`config.mk`:
```
export PLATFORM = sky130hd
export DESIGN_NAME = traffic_countdown_ctrl
export DESIGN_NICKNAME = d
export VERILOG_FILES = /design/src/rtl/traffic_countdown_ctrl_pkg.sv /design/src/rtl/tick_prescaler.sv /design/src/rtl/traffic_countdown_ctrl.sv
export SDC_FILE = /design/constraint.sdc
export NUM_CORES = 1
export LEC_CHECK = 0
export CAP_MARGIN = 5
export CORE_MARGIN = 1
export CORE_UTILIZATION = 41
export CTS_BUF_LIST = sky130_fd_sc_hd__clkbuf_8
export CTS_CLUSTER_DIAMETER = 100
export DETAILED_ROUTE_END_ITERATION = 10
export SYNTH_ARGS = -nofsm -noshare
export SYNTH_HDL_FRONTEND = slang
export SYNTH_SLANG_ARGS = --single-unit
export TNS_END_PERCENT = 50
```
`constraint.sdc`:
```
create_clock -name clk1 -period 2.65 [get_ports clk1]
set_clock_uncertainty 0.05 [all_clocks]
set_input_delay 0.265 -clock clk1 [delete_from_list [all_inputs] [get_ports clk1]]
set_output_delay 0.265 -clock clk1 [all_outputs]
set_load 0.01 [all_outputs]
```
`src/rtl/traffic_countdown_ctrl_pkg.sv`:
```
// Shared types for the intersection sequencer: phase states, lamp codes and
// the registered output bundle driven toward the 7-segment display driver.
package traffic_countdown_ctrl_pkg;

  localparam int unsigned CNT_W  = 5;
  localparam int unsigned LAMP_W = 3;

  typedef enum logic [2:0] {
    A_GREEN  = 3'd0,
    A_YELLOW = 3'd1,
    B_GREEN  = 3'd2,
    B_YELLOW = 3'd3,
    NIGHT    = 3'd4
  } state_e;

  // Lamp vectors are {R,Y,G}
  localparam logic [LAMP_W-1:0] LAMP_R   = 3'b100;
  localparam logic [LAMP_W-1:0] LAMP_Y   = 3'b010;
  localparam logic [LAMP_W-1:0] LAMP_G   = 3'b001;
  localparam logic [LAMP_W-1:0] LAMP_OFF = 3'b000;

  typedef struct packed {
    logic [LAMP_W-1:0] light_a;
    logic [LAMP_W-1:0] light_b;
    logic              lr;
    logic              en_a;
    logic              en_b;
  } phase_out_t;

  // Day-cycle successor; NIGHT always resumes at the start of road A green.
  function automatic state_e next_phase(input state_e s);
    state_e n;
    case (s)
      A_GREEN:  n = A_YELLOW;
      A_YELLOW: n = B_GREEN;
      B_GREEN:  n = B_YELLOW;
      default:  n = A_GREEN;
    endcase
    return n;
  endfunction

  // Lamp/enable pattern for a state; lr_hold keeps the right-of-way flag in NIGHT.
  function automatic phase_out_t phase_outputs(input state_e s, input logic flash,
                                               input logic lr_hold);
    phase_out_t o;
    o.light_a = LAMP_R;
    o.light_b = LAMP_R;
    o.lr      = 1'b0;
    o.en_a    = 1'b0;
    o.en_b    = 1'b0;
    case (s)
      A_GREEN: begin
        o.light_a = LAMP_G;
        o.en_a    = 1'b1;
      end
      A_YELLOW: begin
        o.light_a = LAMP_Y;
        o.en_a    = 1'b1;
      end
      B_GREEN: begin
        o.light_b = LAMP_G;
        o.lr      = 1'b1;
        o.en_b    = 1'b1;
      end
      B_YELLOW: begin
        o.light_b = LAMP_Y;
        o.lr      = 1'b1;
        o.en_b    = 1'b1;
      end
      default: begin
        o.light_a = {1'b0, flash, 1'b0};
        o.light_b = {1'b0, flash, 1'b0};
        o.lr      = lr_hold;
      end
    endcase
    return o;
  endfunction

endpackage

```
`src/rtl/tick_prescaler.sv`:
```
// Divides clk1 down to a one-cycle tick every TICK_DIV cycles; clr restarts
// the count so the next tick lands a full period later.
module tick_prescaler #(
  parameter int unsigned TICK_DIV = 50000000
) (
  input  logic clk1,
  input  logic rst_n,
  input  logic clr,
  output logic tick
);

  localparam int unsigned PW = (TICK_DIV > 1) ? $clog2(TICK_DIV) : 1;
  localparam logic [PW-1:0] LAST = PW'(TICK_DIV - 1);

  logic [PW-1:0] cnt_q;
  logic [PW-1:0] cnt_d;

  assign tick = (cnt_q == LAST);

  always_comb begin
    cnt_d = cnt_q + PW'(1);
    if (clr || tick) begin
      cnt_d = '0;
    end
  end

  always_ff @(posedge clk1 or negedge rst_n) begin
    if (!rst_n) begin
      cnt_q <= '0;
    end else begin
      cnt_q <= cnt_d;
    end
  end

endmodule

```
`src/rtl/traffic_countdown_ctrl.sv`:
```
// Two-road traffic-light sequencer with per-phase countdown and night
// flashing-yellow mode; all outputs are registered alongside the state.
module traffic_countdown_ctrl
  import traffic_countdown_ctrl_pkg::*;
#(
  parameter int unsigned TICK_DIV = 50000000,
  parameter int unsigned GREEN_T  = 20,
  parameter int unsigned YELLOW_T = 3
) (
  input  logic              clk1,
  input  logic              rst_n,
  input  logic              night,
  output logic [CNT_W-1:0]  Count,
  output logic              eLED01,
  output logic              eLED23,
  output logic              LR1,
  output logic [LAMP_W-1:0] lightA,
  output logic [LAMP_W-1:0] lightB
);

  if (TICK_DIV < 2) begin : g_bad_tick_div
    $error("traffic_countdown_ctrl: TICK_DIV must be >= 2");
  end
  if (GREEN_T < 1 || GREEN_T > 24) begin : g_bad_green
    $error("traffic_countdown_ctrl: GREEN_T must be 1..24");
  end
  if (YELLOW_T < 1 || YELLOW_T > 24) begin : g_bad_yellow
    $error("traffic_countdown_ctrl: YELLOW_T must be 1..24");
  end
  if (GREEN_T + YELLOW_T > 24) begin : g_bad_sum
    $error("traffic_countdown_ctrl: GREEN_T + YELLOW_T must be <= 24");
  end

  localparam logic [CNT_W-1:0] GREEN_C  = CNT_W'(GREEN_T);
  localparam logic [CNT_W-1:0] YELLOW_C = CNT_W'(YELLOW_T);
  localparam logic [CNT_W-1:0] ONE_C    = CNT_W'(1);

  localparam phase_out_t RESET_OUT = '{
    light_a: LAMP_G,
    light_b: LAMP_R,
    lr:      1'b0,
    en_a:    1'b1,
    en_b:    1'b0
  };

  state_e           state_q, state_d;
  logic [CNT_W-1:0] cnt_q, cnt_d;
  logic             flash_q, flash_d;
  phase_out_t       out_q, out_d;
  logic             tick;
  logic             presc_clr;

  tick_prescaler #(
    .TICK_DIV (TICK_DIV)
  ) u_prescaler (
    .clk1  (clk1),
    .rst_n (rst_n),
    .clr   (presc_clr),
    .tick  (tick)
  );

  function automatic logic [CNT_W-1:0] phase_len(input state_e s);
    return (s == A_GREEN || s == B_GREEN) ? GREEN_C : YELLOW_C;
  endfunction

  // Night transitions take priority over, and swallow, a coincident tick.
  always_comb begin
    state_d   = state_q;
    cnt_d     = cnt_q;
    flash_d   = flash_q;
    presc_clr = 1'b0;
    if (state_q == NIGHT) begin
      if (!night) begin
        state_d   = A_GREEN;
        cnt_d     = GREEN_C;
        flash_d   = 1'b0;
        presc_clr = 1'b1;
      end else if (tick) begin
        flash_d = ~flash_q;
      end
    end else if (night) begin
      state_d   = NIGHT;
      cnt_d     = '0;
      flash_d   = 1'b0;
      presc_clr = 1'b1;
    end else if (tick) begin
      if (cnt_q > ONE_C) begin
        cnt_d = cnt_q - ONE_C;
      end else begin
        state_d = next_phase(state_q);
        cnt_d   = phase_len(state_d);
      end
    end
    out_d = phase_outputs(state_d, flash_d, out_q.lr);
  end

  always_ff @(posedge clk1 or negedge rst_n) begin
    if (!rst_n) begin
      state_q <= A_GREEN;
      cnt_q   <= GREEN_C;
      flash_q <= 1'b0;
      out_q   <= RESET_OUT;
    end else begin
      state_q <= state_d;
      cnt_q   <= cnt_d;
      flash_q <= flash_d;
      out_q   <= out_d;
    end
  end

  assign Count  = cnt_q;
  assign eLED01 = out_q.en_a;
  assign eLED23 = out_q.en_b;
  assign LR1    = out_q.lr;
  assign lightA = out_q.light_a;
  assign lightB = out_q.light_b;

endmodule

```
# After elaboration in Yosys (flattened, before gate mapping)
# Cells that the tools add are included.
[word_totals] output_inout_bits=14 ff_bits=44
[op_classes] n_eq_ne=9 n_reduce_logical=10 bitwise=1 n_addsub=2 n_lt_le_gt_ge=1 n_mux=28
[ops] operator="5-bit two-way mux" n=6
[ops] operator="3-bit two-way mux" n=9
[ops] operator="26-bit by 1-bit adder with 26-bit output, second input constant" n=1
[ops] operator="26-bit equality test, second input constant" n=1
[ops] operator="26-bit two-way mux" n=1
[ops] operator="3-bit by 2-bit equality test with 1-bit output, second input constant" n=4
[ops] operator="4-bit case mux with 3 select lines" n=1
[ops] operator="3-bit logical NOT" n=3
[ops] operator="1-bit two-way mux" n=9
[ops] operator="3-bit case mux with 3 select lines" n=1
[ops] operator="3-bit by 1-bit equality test with 1-bit output, second input constant" n=2
[ops] operator="2-bit case mux with 3 select lines" n=1
[ops] operator="3-bit nonzero test" n=2
[ops] operator="5-bit by 1-bit greater-than comparator with 1-bit output, second input constant" n=1
[ops] operator="5-bit by 1-bit subtractor with 5-bit output, second input constant" n=1
[ops] operator="2-bit OR reduction" n=2
[ops] operator="3-bit equality test, second input constant" n=1
[ops] operator="1-bit logical OR" n=2
[ops] operator="2-bit inequality test, second input constant" n=1
[ops] operator="2-bit AND reduction" n=1
[ops] operator="1-bit inverter" n=1

# Logic depth before layout (Yosys ltp)
# Gate-level depths: netlist of the first run.
[depth] depth_word=13 mapped_depth=8 mapped_depth_nobuf=6

# Hierarchy
# Synthesis of the first run repeated with hierarchy kept, for this count alone.
[unflattened] hier_cells=256 area_unflattened_um2=2467.4
[modules_own_cells] module="tick_prescaler" instances=1 area_each_um2=1385.1 seq_area_each_um2=650.6 cells_per_inst=144
[modules_own_cells] module="traffic_countdown_ctrl" instances=1 area_each_um2=1082.3 seq_area_each_um2=456.7 cells_per_inst=112

# Worst setup path after synthesis of the first run
# No wires, ideal clock.
[synth_path] path_kind="register to register" start="reg u_prescaler.cnt_q[0]" end="reg out_q (netlist bit lightA[1])" required_time_ns=2.476 t_arrival_ns=1.668 setup_time_ns=0.124 synth_period_minus_slack_ns=1.842 path_slack_ns=0.808 path_stages_with_launch=8 cell_sequence="dfrtp_1 > ha_1 > buf_2 > nand2_1 > nor3_4 > nand2_1 > xnor2_1 > a211o_1"
[synth_lines] element="from (decl)" line="tick_prescaler.sv:15" rtl="logic [PW-1:0] cnt_q;"
[synth_lines] element="from (signal assigned)" line="tick_prescaler.sv:31" rtl="cnt_q <= cnt_d;"
[synth_lines] element="to (signal assigned)" line="traffic_countdown_ctrl.sv:107" rtl="out_q <= out_d;"
[synth_lines] element="to (decl)" line="traffic_countdown_ctrl.sv:49" rtl="phase_out_t out_q, out_d;"

# Final worst setup path of the first run
[layout_path] start="reg u_prescaler.cnt_q[0]" end="reg u_prescaler.cnt_q[4]"
[layout_via] elab_chain_len=3 elab_cells_between_ends=4 cone_classes="add/sub (1); eq/ne (1); mux (1); reduce/logical (1)"
[layout_rtl] element="parallel branches: the longest is 2 deep, another holds 26-bit by 1-bit adder with 26-bit output"
[layout_rtl] element="26-bit two-way mux *" line="tick_prescaler.sv:22" rtl="if (clr || tick) begin"
[layout_rtl] element="named net u_prescaler.cnt_d[4]" line="tick_prescaler.sv:16" rtl="logic [PW-1:0] cnt_d;"
# Mark *: on every way through the listed nets, which the timed path passes.
# A chain may end at the register's enable or synchronous reset.

==> results by group, run 1 <==
Yosys
  – Synth Area in Simple Gates: 0.267
  – Yosys reg bits: 43
  – Synth Flop Type: dfrtp_1
  – Synth Net Count: around 250
  – Multiplexer area fraction after synthesis: 0.0179
  – XOR/XNOR Fraction of Synth Area: 0.110
  – Synthesized cell area: approximately 2300 µm²
  – Synth Warn #: 0
  – Mapped Avg Cell Area: approximately 9.5 µm²
  – Synth unique cells: 51
  – Number of synthesized flops with an enable pin: 0
  – Sequential area share after synthesis: 0.470
  – Largest family of logic cells by synthesized area: simple AND/OR/NAND/NOR gates
  – Adder-Cell Fraction of Synth Area: 0.0163
  – Syn Inst Count: between 200 and 250
  – Ys async rst share: 1.00
  – Compound-cell area share of the yosys netlist: 0.0831

Power
  – Worst VDD drop: between 0.2 and 0.25 mV
  – Pwr Density: roughly 460 nW/µm²
  – Leakage: around 1.2 nW

Clock tree
  – Hold-fix buffers, CTS: 0
  – Clk root buf: clkbuf_8
  – CTS buffer count: 5
  – H-tree lvl count: 2
  – CTS resizes: 0
  – Post-CTS Setup Inserts: 0
  – Clk_lat worst skew: ~0.28 ns
  – CTS tree: yes
  – Clk sink count: 43
  – Worst-case clock buffer depth: 2
  – Reg clk slew, reported paths: 0.08 ns

STA
  – Pins Over Slew Limit: 0
  – Fin. Hold Viols: 0
  – Period utilization: 0.824
  – Post-Route Setup TNS: 0 ns
  – Min Clock Period, post-route: 2.18 ns
  – Slew headroom: 0.367
  – Final setup fails: 0
  – Final worst slack: 0.465 ns
  – FMAX: about 460 MHz
  – Worst Tran Pin Value: 0.949 ns
  – RSZ-0062 raised after global routing: no

Finish
  – Fill cells: 522
  – Area Overhead vs Synth: 12.2%
  – Multi-input logic area: between 1000 and 1500 µm²
  – Ant diodes: 0
  – Final nets: about 260
  – Layout cells sized above 1: 0.0814
  – Flip-flop and latch area: roughly 1100 µm²
  – Cell Count, Final, Fillers Out: roughly 330

Critical path
  – CP max stage cell: nand2_2
  – Worst setup SP type: flip-flop
  – Reg-to-Reg End: u_prescaler.cnt_q[4]
  – R2R depth: 6
  – Setup crit end kind: flip-flop
  – Crit-path leading delay family: simple AND/OR/NAND/NOR gates
  – Reg2Reg Launch Point: u_prescaler.cnt_q[0]
  – Cell repeated most along the worst path: nand2_1
  – Flop2flop setup slack: roughly 0.47 ns
  – Crit-path cells: ha_1, nand2_1, nor3_4, nand2_1, nand2_2, nor2_1
  – Critical path data arrival time: roughly 2.3 ns
  – Worst Path Buf+Inv: 0
  – CP max stage delay: around 0.43 ns
  – Req. time, crit path: ~2.8 ns
  – CP max FO: 24
  – Crit Path Category: flip-flop to flip-flop

Drt
  – Vias: 1736
  – Pre-Repair DR Iteration Count: 5
  – DR iter-0 viols: between 100 and 150
  – DRT Wirelength: approximately 4400 µm
  – Drt drc: 0
  – Post-route antenna net violation count: 0
  – Vias per Instance: 5.29
  – Routed len/inst: between 10 and 15 µm

Min path
  – Worst Hold Class: input port to asynchronous set/reset pin

Run status
  – Status: completed

Global route
  – Largest net degree at the start of global routing: between 40 and 50
  – Gr ovfl total: 0
  – GR Util All Layers: 0.169
  – Global-route wire length before repair: between 7000 and 8000 µm
  – Vias in the first global route: ~1.7k
  – Antenna violations before repair: 0

Floorplan
  – Die area: roughly 5900 µm²
  – Core ar.: roughly 5300 µm²
  – Starting Density: 0.437
  – Die Ht: a little under 80 µm
  – Cell row count: 26
  – I/O pin cnt: 17
  – Die width: 77.0 µm

Placed design
  – Input/output buffers: 16
  – Routability cong.: about 0.84
  – # placed instances: 320
  – Setup slack at placement: 0.450 ns
  – HPWL after DPL: between 3000 and 4000 µm

Job
  – Max-Cap Viols: 0
-- logic make-up (layout without fill, tap and decap cells) --
logic type / Yosys count / count (layout)
multiplexers: 4 / 4
adder cells (fa/ha/maj): 3 / 3
XOR/XNOR: 29 / 29
AO/OA/AOI/OAI: 29 / 29
buffers and inverters: 17 / 33
AND/OR/NAND/NOR: 117 / 117
flip-flops: 43 / 43
-- registers in the layout, summed over array words and instances (netlist names) --
signal	flops
u_prescaler.cnt_q	26
Count	5
lightB	3
state_q	3
lightA	2
LR1	1
eLED01	1
eLED23	1
flash_q	1
-- power breakdown --
group	internal (mW)	switching, mW
sequential	0.679	0.0184
combinational	0.0460	0.0746
clock	0.176	0.204
-- worst reg2reg max path: stages, from the launching register on --
cell and delay, ns:
dfrtp_1 0.39, ha_1 0.33, nand2_1 0.14, nor3_4 0.34, nand2_1 0.26, nand2_2 0.43
nor2_1 0.12
-- placed cells by master, fill, tap and decap left out, types with 2 or more instances in the layout --
| cell | instances |
|---|---|
| ha_1 | 3 |
| dfrtp_1 | 38 |
| nand4_1 | 10 |
| nor3_1 | 8 |
| clkdlybuf4s50_1 | 15 |
| dfstp_2 | 5 |
| nand3_1 | 12 |
| xor2_1 | 15 |
| and4_1 | 3 |
| nand2_1 | 20 |
| buf_4 | 2 |
| a21oi_1 | 7 |
| inv_1 | 10 |
| o21ai_0 | 6 |
| clkbuf_8 | 5 |
| and3_1 | 6 |
| mux2i_1 | 3 |
| nor4_1 | 2 |
| a21o_1 | 2 |
| and2_1 | 2 |
| nor2_1 | 39 |
| xnor2_1 | 14 |
| a31oi_1 | 2 |
-- synthesized netlist by cell type, types with 2 or more instances --
library cell  number  area share
nand2_1           20       0.033
dfrtp_1           38        0.41
a31oi_1            2      0.0054
xnor2_1           14       0.053
ha_1               3       0.016
nor3_1             8       0.017
a21oi_1            7       0.015
inv_1              7       0.011
nand3_1           12       0.026
nor4_1             2      0.0054
nand4_1           10       0.027
o21ai_0            6       0.013
buf_4              5       0.016
and4_1             3       0.011
and2_1             2      0.0054
mux2i_1            3       0.013
xor2_1            15       0.057
clkbuf_1           4      0.0065
dfstp_2            5       0.057
a21o_1             2      0.0065
nor2_1            39       0.064
and3_1             6       0.016
-- cell type report --
type	instances	area share
timing repair buffer	18	0.0658
clock buffer	5	0.0266
clock inverter	3	0.00436
tap	70	0.0339
sequential	43	0.419
inverter	7	0.0102
multi-input combinational	182	0.440
-- worst max-delay path by stage --
stage,startpoint,to,cells after the start
6_report,u_prescaler.cnt_q[0],u_prescaler.cnt_q[4],6
5_1_grt,u_prescaler.cnt_q[0],u_prescaler.cnt_q[13],6
4_1_cts,u_prescaler.cnt_q[0],u_prescaler.cnt_q[4],6
3_5_place_dp,u_prescaler.cnt_q[0],u_prescaler.cnt_q[4],6
3_3_place_gp,u_prescaler.cnt_q[0],u_prescaler.cnt_q[22],6
2_1_floorplan,u_prescaler.cnt_q[0],lightA[1],7
-- layer usage --
metal,GRT usage,vias up,part of all wire
met5,0,-,0
met4,0.0566,0,0.0086
met3,0.0369,4,0.031
met2,0.265,31,0.46
met1,0.231,831,0.50
li1,-,870,-
-- stage by stage --
step / power (mW) / instance area (µm²) / utilization / hold WS (ns)
6_report: 1.20 / 2580 / 0.491 / 0.0749
5_1_grt: 1.26 / 2580 / 0.491 / 0.146
2_1_floorplan: 0.781 / 2300 / - / -0.0806
3_3_place_gp: 0.834 / 2500 / 0.475 / 0.421
3_5_place_dp: 0.832 / 2500 / 0.475 / 0.428
4_1_cts: 1.22 / 2580 / 0.491 / 0.110
(Power assumes the default switching activity.)
==> run 2, diff against run 1 <==
clock period = 1.85 ns   (was 2.65 ns; I/O delays follow)
==> run 2 against run 1 <==
Utilization is 5.7 points higher; largest cell class unchanged; via count is 7.9% higher; highest routed layer unchanged; critical path depth stayed put; fmax is 21% higher.
==> results by group, run 2 (synthesis results as in run 1) <==
STA
  – Pins Over Slew Limit: 0
  – FMAX: 554 MHz
  – Worst Tran Pin Value: ~0.55 ns
  – Final worst slack: approximately 0.043 ns
  – Final setup fails: 0
  – RSZ-0062 raised after global routing: yes
  – Period utilization: 0.977
  – Fin. Hold Viols: 0
  – Slew headroom: 0.636
  – Min Clock Period, post-route: 1.81 ns

Critical path
  – Flop2flop setup slack: roughly 0.043 ns
  – Crit Path Category: flip-flop to flip-flop
  – Req. time, crit path: 1.99 ns
  – CP max stage delay: ~0.42 ns
  – Critical path data arrival time: approximately 2.0 ns
  – CP max stage cell: dfrtp_1
  – Worst setup SP type: flip-flop
  – Setup crit end kind: flip-flop
  – Crit path launch: u_prescaler.cnt_q[11]
  – Crit-path cells: nor4bb_4, and4b_2, buf_6, nand3b_1, and2_4, a22o_1
  – Reg2Reg Launch Point: u_prescaler.cnt_q[11]
  – CP max FO: 6

Power
  – Internal power: approximately 1.4 mW
  – Worst VDD drop: 0.353 mV
  – Sequential share of power: 0.540
  – Leakage: 1.33 nW
  – Switch Pwr: ~470 µW
  – Combinational power share: 0.123
  – Clock Power Share: 0.337
  – Switching Share: 0.255
  – Pwr Density: 637 nW/µm²

Clock tree
  – H-tree lvl count: 2
  – Clk root buf: clkbuf_8
  – Clk sink count: 43
  – Clk_lat worst skew: 0.30 ns
  – CTS tree: yes
  – CTS buffer count: 5
  – Worst-case clock buffer depth: 2
  – Reg clk slew, reported paths: ~0.09 ns

Drt
  – Routed len/inst: roughly 13 µm
  – DR iter-0 viols: 101
  – Pre-Repair DR Iteration Count: 4
  – Vias per Instance: 5.25
  – DRT Wirelength: just under 5000 µm
  – Vias: between 1.5k and 2k
  – Post-route antenna net violation count: 0
  – Drt drc: 0

Global route
  – GR Util All Layers: 0.179
  – Largest net degree at the start of global routing: 44
  – Antenna violations before repair: 0
  – Global-route wire length before repair: approximately 8400 µm
  – Vias in the first global route: about 1.8k
  – Gr ovfl total: 0

Finish
  – Commonest non-fill, non-tap cell in the layout: nor2_1
  – Max FFs per register: 26
  – Commonest cells after routing, fill and taps aside: 39 x nor2_1, 38 x dfrtp_1, 26 x buf_4, 19 x nand2_1
  – Largest Register: u_prescaler.cnt_q
  – Final Util: 0.547
  – Final std cell area, no fill: between 2000 and 3000 µm²
  – Cell Count, Final, Fillers Out: roughly 360
  – Final nets: ~300
  – Layout cells sized above 1: 0.206
  – Ant diodes: 0
  – Area Overhead vs Synth: 25.1%

Job
  – Max-Cap Viols: 0

Floorplan
  – I/O pin cnt: 17
  – Die width: a little under 80 µm
  – Die area: approximately 6000 µm²
  – Starting Density: 0.437
  – Cell row count: 26
  – Die Ht: 77.0 µm
  – Core ar.: approximately 5300 µm²

Min path
  – Worst Hold Class: input port to asynchronous set/reset pin

Placed design
  – Input/output buffers: 16
  – # placed instances: between 300 and 400
  – Setup slack at placement: 0.0232 ns
  – HPWL after DPL: 3270 µm
  – Area post-placement: 2690 µm²
  – Routability cong.: 0.908

Run status
  – Status: completed
run 2: changes by cell type in the layout (fill, tap and decap cells not counted), sizes merged:
cell	before	now
buf	3	31
clkbuf	5	6
clkinv	0	1
dlygate4sd3	0	1
inv	10	8
run 2: final timing paths:
path,endpoint,depth (start not counted)
hold reg to reg,LR1,2
max in group asynchronous,lightB[2],3
setup reg to reg,Count[0],6
hold / removal,u_prescaler.cnt_q[14],3
setup / recovery,Count[0],6
min in group clk1,LR1,2
run 2: power groups by stage:
stage | Combinational (mW) | Clock, mW | Sequential [mW]
CTS | 0.225 | 0.637 | 0.993
floorplan | 0.101 | 0 | 1.02
detailed placement | 0.222 | 0 | 1.01
global placement | 0.222 | 0 | 1.01
global route | 0.254 | 0.678 | 0.998
finish | 0.226 | 0.619 | 0.993
run 2: area by class of cell:
cell class                      instances  area (µm²)
Clock buffer                            6        82.6
Inverter                                7        26.3
Multi-Input combinational cell        182        1180
Fill cell                             471        2390
Timing Repair Buffer                   47         414
Clock inverter                          2        8.76
Sequential cell                        43        1080
Tap cell                               70        87.6
run 2: worst max-delay path: cells and delay by family, from the launching register on:
family	cells	cell delay (ns)
AND/OR/NAND/NOR	4	0.89
flip-flops	1	0.42
AO/OA/AOI/OAI	1	0.22
buffers and inverters	1	0.13
run 2: what timing repair did:
item / in CTS / in global routing
setup endpoints to repair: 0 / 38
hold buffers: 1 / 0
hold endpoints to repair: 38 / 0
buffers inserted: 0 / 5
resized for setup: 0 / 15
run 2: metrics by stage:
stage	power, mW	setup TNS [ns]	hold WS, ns
finish	1.84	0	0.430
global route	1.93	-0.185	0.504
CTS	1.85	0	0.461
detailed placement	1.23	0	0.253
global placement	1.23	0	0.248
floorplan	1.12	0	-0.161
run 2: per-layer routing:
metal,global-route usage,part of all wire,vias up,wire [µm]
met1,0.254,0.51,894,2480
met3,0.0440,0.030,7,144
met5,0,0,-,0
li1,-,-,935,-
met4,0.0491,0.013,0,62
met2,0.271,0.44,37,2130
